[src/rtl/mul32_pkg.sv]
// Shared types and constants for the sequential multiply-add engine.
package mul32_pkg;
   typedef enum logic [1:0] {IDLE, BUSY, DONE} mul_state_t;
   localparam int QW   = 32;
   localparam int CNTW = 5;
endpackage

[src/rtl/mul32_step.sv]
// One radix-2 shift-add step: conditionally add multiplicand, then shift both operands.
module mul32_step
   import mul32_pkg::*;
#(
   parameter int K = 32
) (
   input  logic [K+QW-1:0] acc_i,
   input  logic [K+QW-1:0] mcand_i,
   input  logic [QW-1:0]   mplier_i,
   output logic [K+QW-1:0] acc_o,
   output logic [K+QW-1:0] mcand_o,
   output logic [QW-1:0]   mplier_o
);

   // Sum never exceeds 2^(K+32)-1, so the dropped carry-out is always zero.
   assign acc_o    = mplier_i[0] ? (acc_i + mcand_i) : acc_i;
   assign mcand_o  = mcand_i << 1;
   assign mplier_o = mplier_i >> 1;

endmodule

[src/rtl/mul32_seq.sv]
// Sequential x = q*d + r, one multiplier bit per cycle, valid/ready on both sides.
// Optional MUL32_SEQ_EARLY_EXIT_EN: finish as soon as the remaining multiplier bits are zero.
module mul32_seq
   import mul32_pkg::*;
#(
   parameter int K = 32
) (
   input  logic              clk,
   input  logic              rstn,
   input  logic              in_valid,
   output logic              in_ready,
   input  logic [QW-1:0]     q,
   input  logic [K-1:0]      d,
   input  logic [K-1:0]      r,
   output logic              out_valid,
   input  logic              out_ready,
   output logic [K+QW-1:0]   x,
   output logic              busy
);

   mul_state_t          state_q, state_d;
   logic [K+QW-1:0]     acc_q, acc_d, mcand_q, mcand_d;
   logic [QW-1:0]       mplier_q, mplier_d;
   logic [CNTW-1:0]     cnt_q, cnt_d;
   logic [K+QW-1:0]     acc_nx, mcand_nx;
   logic [QW-1:0]       mplier_nx;
   logic                last_step;

   mul32_step #(.K(K)) u_step (
      .acc_i    (acc_q),
      .mcand_i  (mcand_q),
      .mplier_i (mplier_q),
      .acc_o    (acc_nx),
      .mcand_o  (mcand_nx),
      .mplier_o (mplier_nx)
   );

`ifdef MUL32_SEQ_EARLY_EXIT_EN
   assign last_step = (cnt_q == CNTW'(QW-1)) || (mplier_q[QW-1:1] == '0);
`else
   assign last_step = (cnt_q == CNTW'(QW-1));
`endif

   always_comb begin
      state_d  = state_q;
      acc_d    = acc_q;
      mcand_d  = mcand_q;
      mplier_d = mplier_q;
      cnt_d    = cnt_q;
      case (state_q)
         IDLE: begin
            if (in_valid) begin
               acc_d    = {{QW{1'b0}}, r};
               mcand_d  = {{QW{1'b0}}, d};
               mplier_d = q;
               cnt_d    = '0;
               state_d  = BUSY;
            end
         end
         BUSY: begin
            acc_d    = acc_nx;
            mcand_d  = mcand_nx;
            mplier_d = mplier_nx;
            cnt_d    = cnt_q + 1'b1;
            if (last_step) state_d = DONE;
         end
         DONE: begin
            if (out_ready) state_d = IDLE;
         end
         default: state_d = IDLE;
      endcase
   end

   always_ff @(posedge clk or negedge rstn) begin
      if (!rstn) begin
         state_q  <= IDLE;
         acc_q    <= '0;
         mcand_q  <= '0;
         mplier_q <= '0;
         cnt_q    <= '0;
      end else begin
         state_q  <= state_d;
         acc_q    <= acc_d;
         mcand_q  <= mcand_d;
         mplier_q <= mplier_d;
         cnt_q    <= cnt_d;
      end
   end

   assign in_ready  = (state_q == IDLE);
   assign out_valid = (state_q == DONE);
   assign busy      = (state_q != IDLE);
   assign x         = acc_q;

endmodule

[config.mk]
export PLATFORM = sky130hd
export DESIGN_NAME = mul32_seq
export DESIGN_NICKNAME = d
export VERILOG_FILES = /design/src/rtl/mul32_pkg.sv /design/src/rtl/mul32_step.sv /design/src/rtl/mul32_seq.sv
export SDC_FILE = /design/constraint.sdc
export NUM_CORES = 1
export LEC_CHECK = 0
export CAP_MARGIN = 30
export CORE_MARGIN = 2
export CORE_UTILIZATION = 50
export CTS_CLUSTER_SIZE = 14
export DETAILED_ROUTE_END_ITERATION = 6
export HOLD_SLACK_MARGIN = 0.02
export PLACE_DENSITY = 0.83
export REMOVE_ABC_BUFFERS = 1
export SLEW_MARGIN = 20
export SYNTH_ARGS = -nofsm -noshare
export SYNTH_HDL_FRONTEND = slang
export SYNTH_SLANG_ARGS = --single-unit
[constraint.sdc]
create_clock -name clk -period 3.15 [get_ports clk]
set_input_delay 0.315 -clock clk [delete_from_list [all_inputs] [get_ports clk]]
set_output_delay 0.315 -clock clk [all_outputs]
set_load 0.05 [all_outputs]
# Word level (Yosys, flattened, before mapping)
# Index checks and enable logic that the tools add are counted.
# totals
input_bits	100
out_inout_bits	67
ff_bits	167
# classes
eq_ne	7
n_mux	13
n_reduce_logical	6
add_sub_neg	2
# ops
operator	n
case mux 64 bit (2 select lines)	2
2-to-1 mux 64 bit	3
adder 64 bit	1
case mux 32 bit (2 select lines)	1
2-to-1 mux 32 bit	1
case mux 5 bit (2 select lines)	1
2-to-1 mux 2 bit	3
inequality test 2 bit, second input constant	3
case mux 2 bit (3 select lines)	1
AND reduction 3 bit	2
adder 5 x 1 -> 5 bit, second input constant	1
equality test 5 bit, second input constant	1
2-to-1 mux 5 bit	1
nonzero test 2 bit	2
equality test 2 x 1 -> 1 bit, second input constant	1
equality test 2 bit, second input constant	1
logical NOT 2 bit	1
inequality test 2 x 1 -> 1 bit, second input constant	1
AND reduction 2 bit	1

# Longest topological paths before layout
# logic_depth
depth_word	3
depth_mapped	13

# Cells and area by module
# A second synthesis with hierarchy kept.
# unflattened
hier_cells	1473
hier_area_um2	12971.2
# modules_own_cells
mod	instances	cells_per_inst	area_each_um2	seq_area_each_um2
mul32_seq	1	711	7594.8	4179.0
mul32_step	1	762	5376.4	0.0

# Worst setup path after synthesis
# OpenSTA, ideal clock, no wires.
# synth_timing
path_kind	register to register
from	reg acc_q[0], in the netlist x[0]
to	reg acc_q[60], in the netlist x[60]
t_required_ns	3.074
synth_period_minus_slack_ns	3.293
arrival_ns	3.217
setup_slack_ns	-0.143
path_stages_with_launch	14
setup_ns	0.076
path_cell_list	dfrtp_1 > ha_1 > fa_1 > a21o_2 > a311oi_1 > or4_4 > nand2_2 > nand3_2 > o31ai_4 > a41oi_2 > o41ai_4 > a31oi_1 > xor2_1 > o21ai_1
# synth_via
elab_chain_len	3
# synth_lines
element	line_no	source
start: declaration	mul32_seq.sv:22	logic [K+QW-1:0] acc_q, acc_d, mcand_q, mcand_d;
start signal: assignment	mul32_seq.sv:77	acc_q <= '0;
start signal: assignment	mul32_seq.sv:83	acc_q <= acc_d;
adder 64 bit	mul32_step.sv:16	assign acc_o = mplier_i[0] ? (acc_i + mcand_i) : acc_i;
2-to-1 mux 64 bit	mul32_step.sv:16	
case mux 64 bit (2 select lines)	mul32_seq.sv:50	case (state_q)
# No other way between the ends. The select of a mux whose other input is x is not followed.
# A chain may end at the register's enable or synchronous reset.

# Final worst setup path
# layout_timing
from	reg acc_q[26], in the netlist x[26]
to	reg acc_q[63], in the netlist x[63]
# The elaborated chain is that of the path after synthesis.

==> results <==
- The run finished, with violations left.
- The final reports fail on negative setup slack.
- The predominant post-synthesis flop cell is dfrtp_1.
- The largest net degree at the start of global routing is 86.
- The worst setup path is of the flop to flop kind.
- The post-synthesis area per instance is 7.96 µm².
- The CTS clock-pin slew for the worst setup and hold paths is 0.07 ns.
- The worst hold path passes through 3 cells.
- The total overflow left after global routing is 0.
- Clock tree synthesis inserted a total of 17 buffers.
- The worst hold path begins at q[31].
- During synthesis, Yosys emitted a total of 0 warnings.
- The register-to-register setup slack is -0.03 ns.
- The initial core utilization is 50.8%.
- The post-route netlist has 10.6% of its cells at a drive strength greater than 1.
- The antenna diode count is 0.
- The number of standard cells after synthesis is 1343.
- The number of DRC violations after detailed routing is 0.
- The placed wire-length estimate after detailed placement is 21700 µm.
- The clock passes through at most 2 buffers.
- After synthesis, the cell types taking the most area are dfrtp_1 39%, nand2_1 11%, ha_1 7.6%.
- Setup repair after global routing could not meet its margin everywhere.
- Row generation in the floorplan step produced 53 rows.
- The H-tree level count is 4.
- The maximum clock rate is 314 MHz.
- After detailed routing, the total wire length is 31000 µm.
- The count of pins over their slew limit is 0.
- For this run, the detailed router's first-pass iteration total came to 7.
- The net count of the finished layout is 1669.
- Dividing the detail-routed wire length by the instance count gives 17.3 µm.
- The weighted congestion at the end of routability-driven global placement is 0.947.
- The worst setup path is launched from a flop.
- For this block, the via count after detailed routing is 10600.
- The synthesized design spends more area on one cell type than any other, namely dfrtp_1.
- Counting the fill cells in the layout gives 1685.
- The wire length of the first global-routing pass is 48500 µm.
- The number of buffers and inverters on the critical path is 0.
- The worst-path maximum fanout is 3.
- The worst pin sits at a relative slew slack of 46.4%.
- Across the run, the number of max-cap violations was 0.
- The die width is 150 µm.
- Setup violations remaining at the end of the flow were counted as 3.
- The total count of hold-check failures in the final report is 0.
- The post-synthesis instance area is 10700 µm².
- The proportion of netlist area held by the largest area contributor is 39.1%.
- The tree is rooted in a clkbuf_16.
- The count of nets left with antenna violations after detail routing is 0.
- Traced cell by cell, the critical path runs through ha_4, a21o_1, o21bai_1, o21bai_2, o21bai_2, o21ai_2, a21oi_2, o211ai_1, a21oi_2, or4_4, and3_1, a211o_1.
- The end point of the most critical hold path is mplier_q[31].
- The largest delay contributor family on the critical path is compound AO/OA/AOI/OAI gates.
- The kind of capture point of the worst setup path is a flop.
- In the synthesized netlist the async set-or-reset flop fraction comes to 100%.
- In this run the vertical extent of the chip is 150 µm.
- The synthesis-to-finish area growth is 28.9%.
- The kind of path behind the tightest hold check is primary input to flop.
- The area of the core is 21000 µm².
- Before CTS, the worst setup slack after placement is -0.0968 ns.
- The endpoint required time on the critical path is 3.48 ns.
- The number of cells on the worst reg-to-reg path is 12.
- The cell at the slowest stage of the critical path is or4_4.
- In this run the critical register-to-register path is captured at x[63].
- On the final layout, the worst clock skew is 0.00928 ns.
- The number of top-level pins is 167.
- The count of flip-flops with a built-in enable after synthesis is 0.
- The number of clock sinks is 167.
- The via count normalized by instance count is 5.90.
- The via count of the first global-routing pass is 9869.
- The peak per-stage delay on the critical path is 0.49 ns.
- The sequential-to-total area share from yosys stat is 39.1%.
- Data arrives at the worst endpoint at 3.51 ns.
- The insertion delay of the later-clocked pin in the worst-skew pair is 0.44 ns.
- The post-synthesis sequential element count is 167.
- Global routing used 26.7% of the available tracks across all layers.
- The first-iteration detailed-routing DRC count is 757.
- The initial antenna violation count was 0.
- Port buffering added 166 buffers.
- Once routing completed, OpenROAD measured the worst setup slack at -0.0342 ns.
- After layout, the worst path uses 101% of the clock period.
- The CTS tree is done.
- For the pin with the worst max-slew slack, the measured transition is 0.804 ns.
- The critical register-to-register path startpoint is x[26].
- The area of the die is 22600 µm².
- The number of library cell types mapped by synthesis is 60.
- Counting I/O delays and the setup requirement, the final critical path takes 3.18 ns.
-- final cells by class --
type	instances	area [µm²]	share of cell area, %
flip-flops and latches	167	4180	30.3
multi-input cells	1074	6430	46.7
clock inverters	11	124	0.899
repair buffers	232	2200	16.0
clock buffers	19	453	3.29
well taps	275	344	2.50
inverters	11	41.3	0.300
-- flip-flops by register name, summed over array words and instances, names as in the netlist --
| name | flops |
|---|---|
| x | 64 |
| state_q | 2 |
| mcand_q | 64 |
| cnt_q | 5 |
| mplier_q | 32 |
-- cell families after synthesis --
kind of cell	share of synthesized area, %
and+or+nand+nor	20.1
AOI/OAI and AO/OA	24.2
DFF	39.1
buffers and inverters	3.64
adders and majority gates	7.80
xor gates and xnor gates	5.00
muxes	0.0937
-- per-layer routing --
metal | up-vias | routed length [µm] | GRT usage [%]
li1 | 4998 | - | -
met1 | 5081 | 13700 | 36.9
met2 | 400 | 14400 | 42.1
met3 | 71 | 2030 | 5.70
met4 | 0 | 841 | 8.68
met5 | - | 0 | 0
-- cell usage in the layout, fill, tap and decap left out, types with 19 or more instances in the layout --
| master | count |
|---|---|
| a21o_1 | 39 |
| a21oi_1 | 104 |
| a31oi_1 | 79 |
| buf_4 | 62 |
| clkdlybuf4s50_1 | 165 |
| dfrtp_1 | 167 |
| ha_1 | 48 |
| nand2_1 | 308 |
| nand4_1 | 19 |
| nor2_1 | 123 |
| o21ai_0 | 110 |
| o21ai_1 | 20 |
| xnor2_1 | 27 |
| xor2_1 | 33 |
-- cells in the mapped netlist (all sizes together), types with 28 or more instances --
cell type and n:
dfrtp 167, nand2 312, xor2 33, clkbuf 82, a21oi 116, ha 65, xnor2 28, a31oi 80
a21o 40, o21ai 135, nor2 126
-- stage by stage --
stage / instance area (µm²) / hold WS (ns) / util, % / std cells / TNS, ns
final: 13800 / 0.400 / 65.5 / 1789 / -0.0516
after global routing: 13800 / 0.431 / 65.5 / 1789 / -0.578
after CTS: 13400 / 0.403 / 64.0 / 1779 / 0
after detailed placement: 12800 / 0.437 / 61.0 / 1747 / -0.463
after global placement: 12800 / 0.426 / 61.0 / 1747 / 0
after floorplan: 10300 / 0.0194 / - / 1252 / -259.25
-- worst max path at each step --
stage | from | end | depth (start not counted)
after global placement | x[4] | x[63] | 12
after floorplan | state_q[0] | x[63] | 4
final | x[26] | x[63] | 12
after CTS | x[4] | x[63] | 12
after global routing | mcand_q[0] | x[62] | 13
after detailed placement | x[4] | x[63] | 12
-- tightest hold or removal path, delay by kind of cell --
kind / cells / cell delay, ns
buf+inv: 1 / 0.40
simple gates: 2 / 0.10
-- repair_timing --
item	4_1_cts	5_1_grt
hold endpoints to repair	83	0
hold buffers	1	0
endpoints found under the setup margin	8	13
resized for setup	9	45
buffers inserted	1	10
pin swaps	7	25
Power is left out: the tool's default activity adds up to more than one toggle a clock period on the data nets, which glitch-free logic cannot reach.
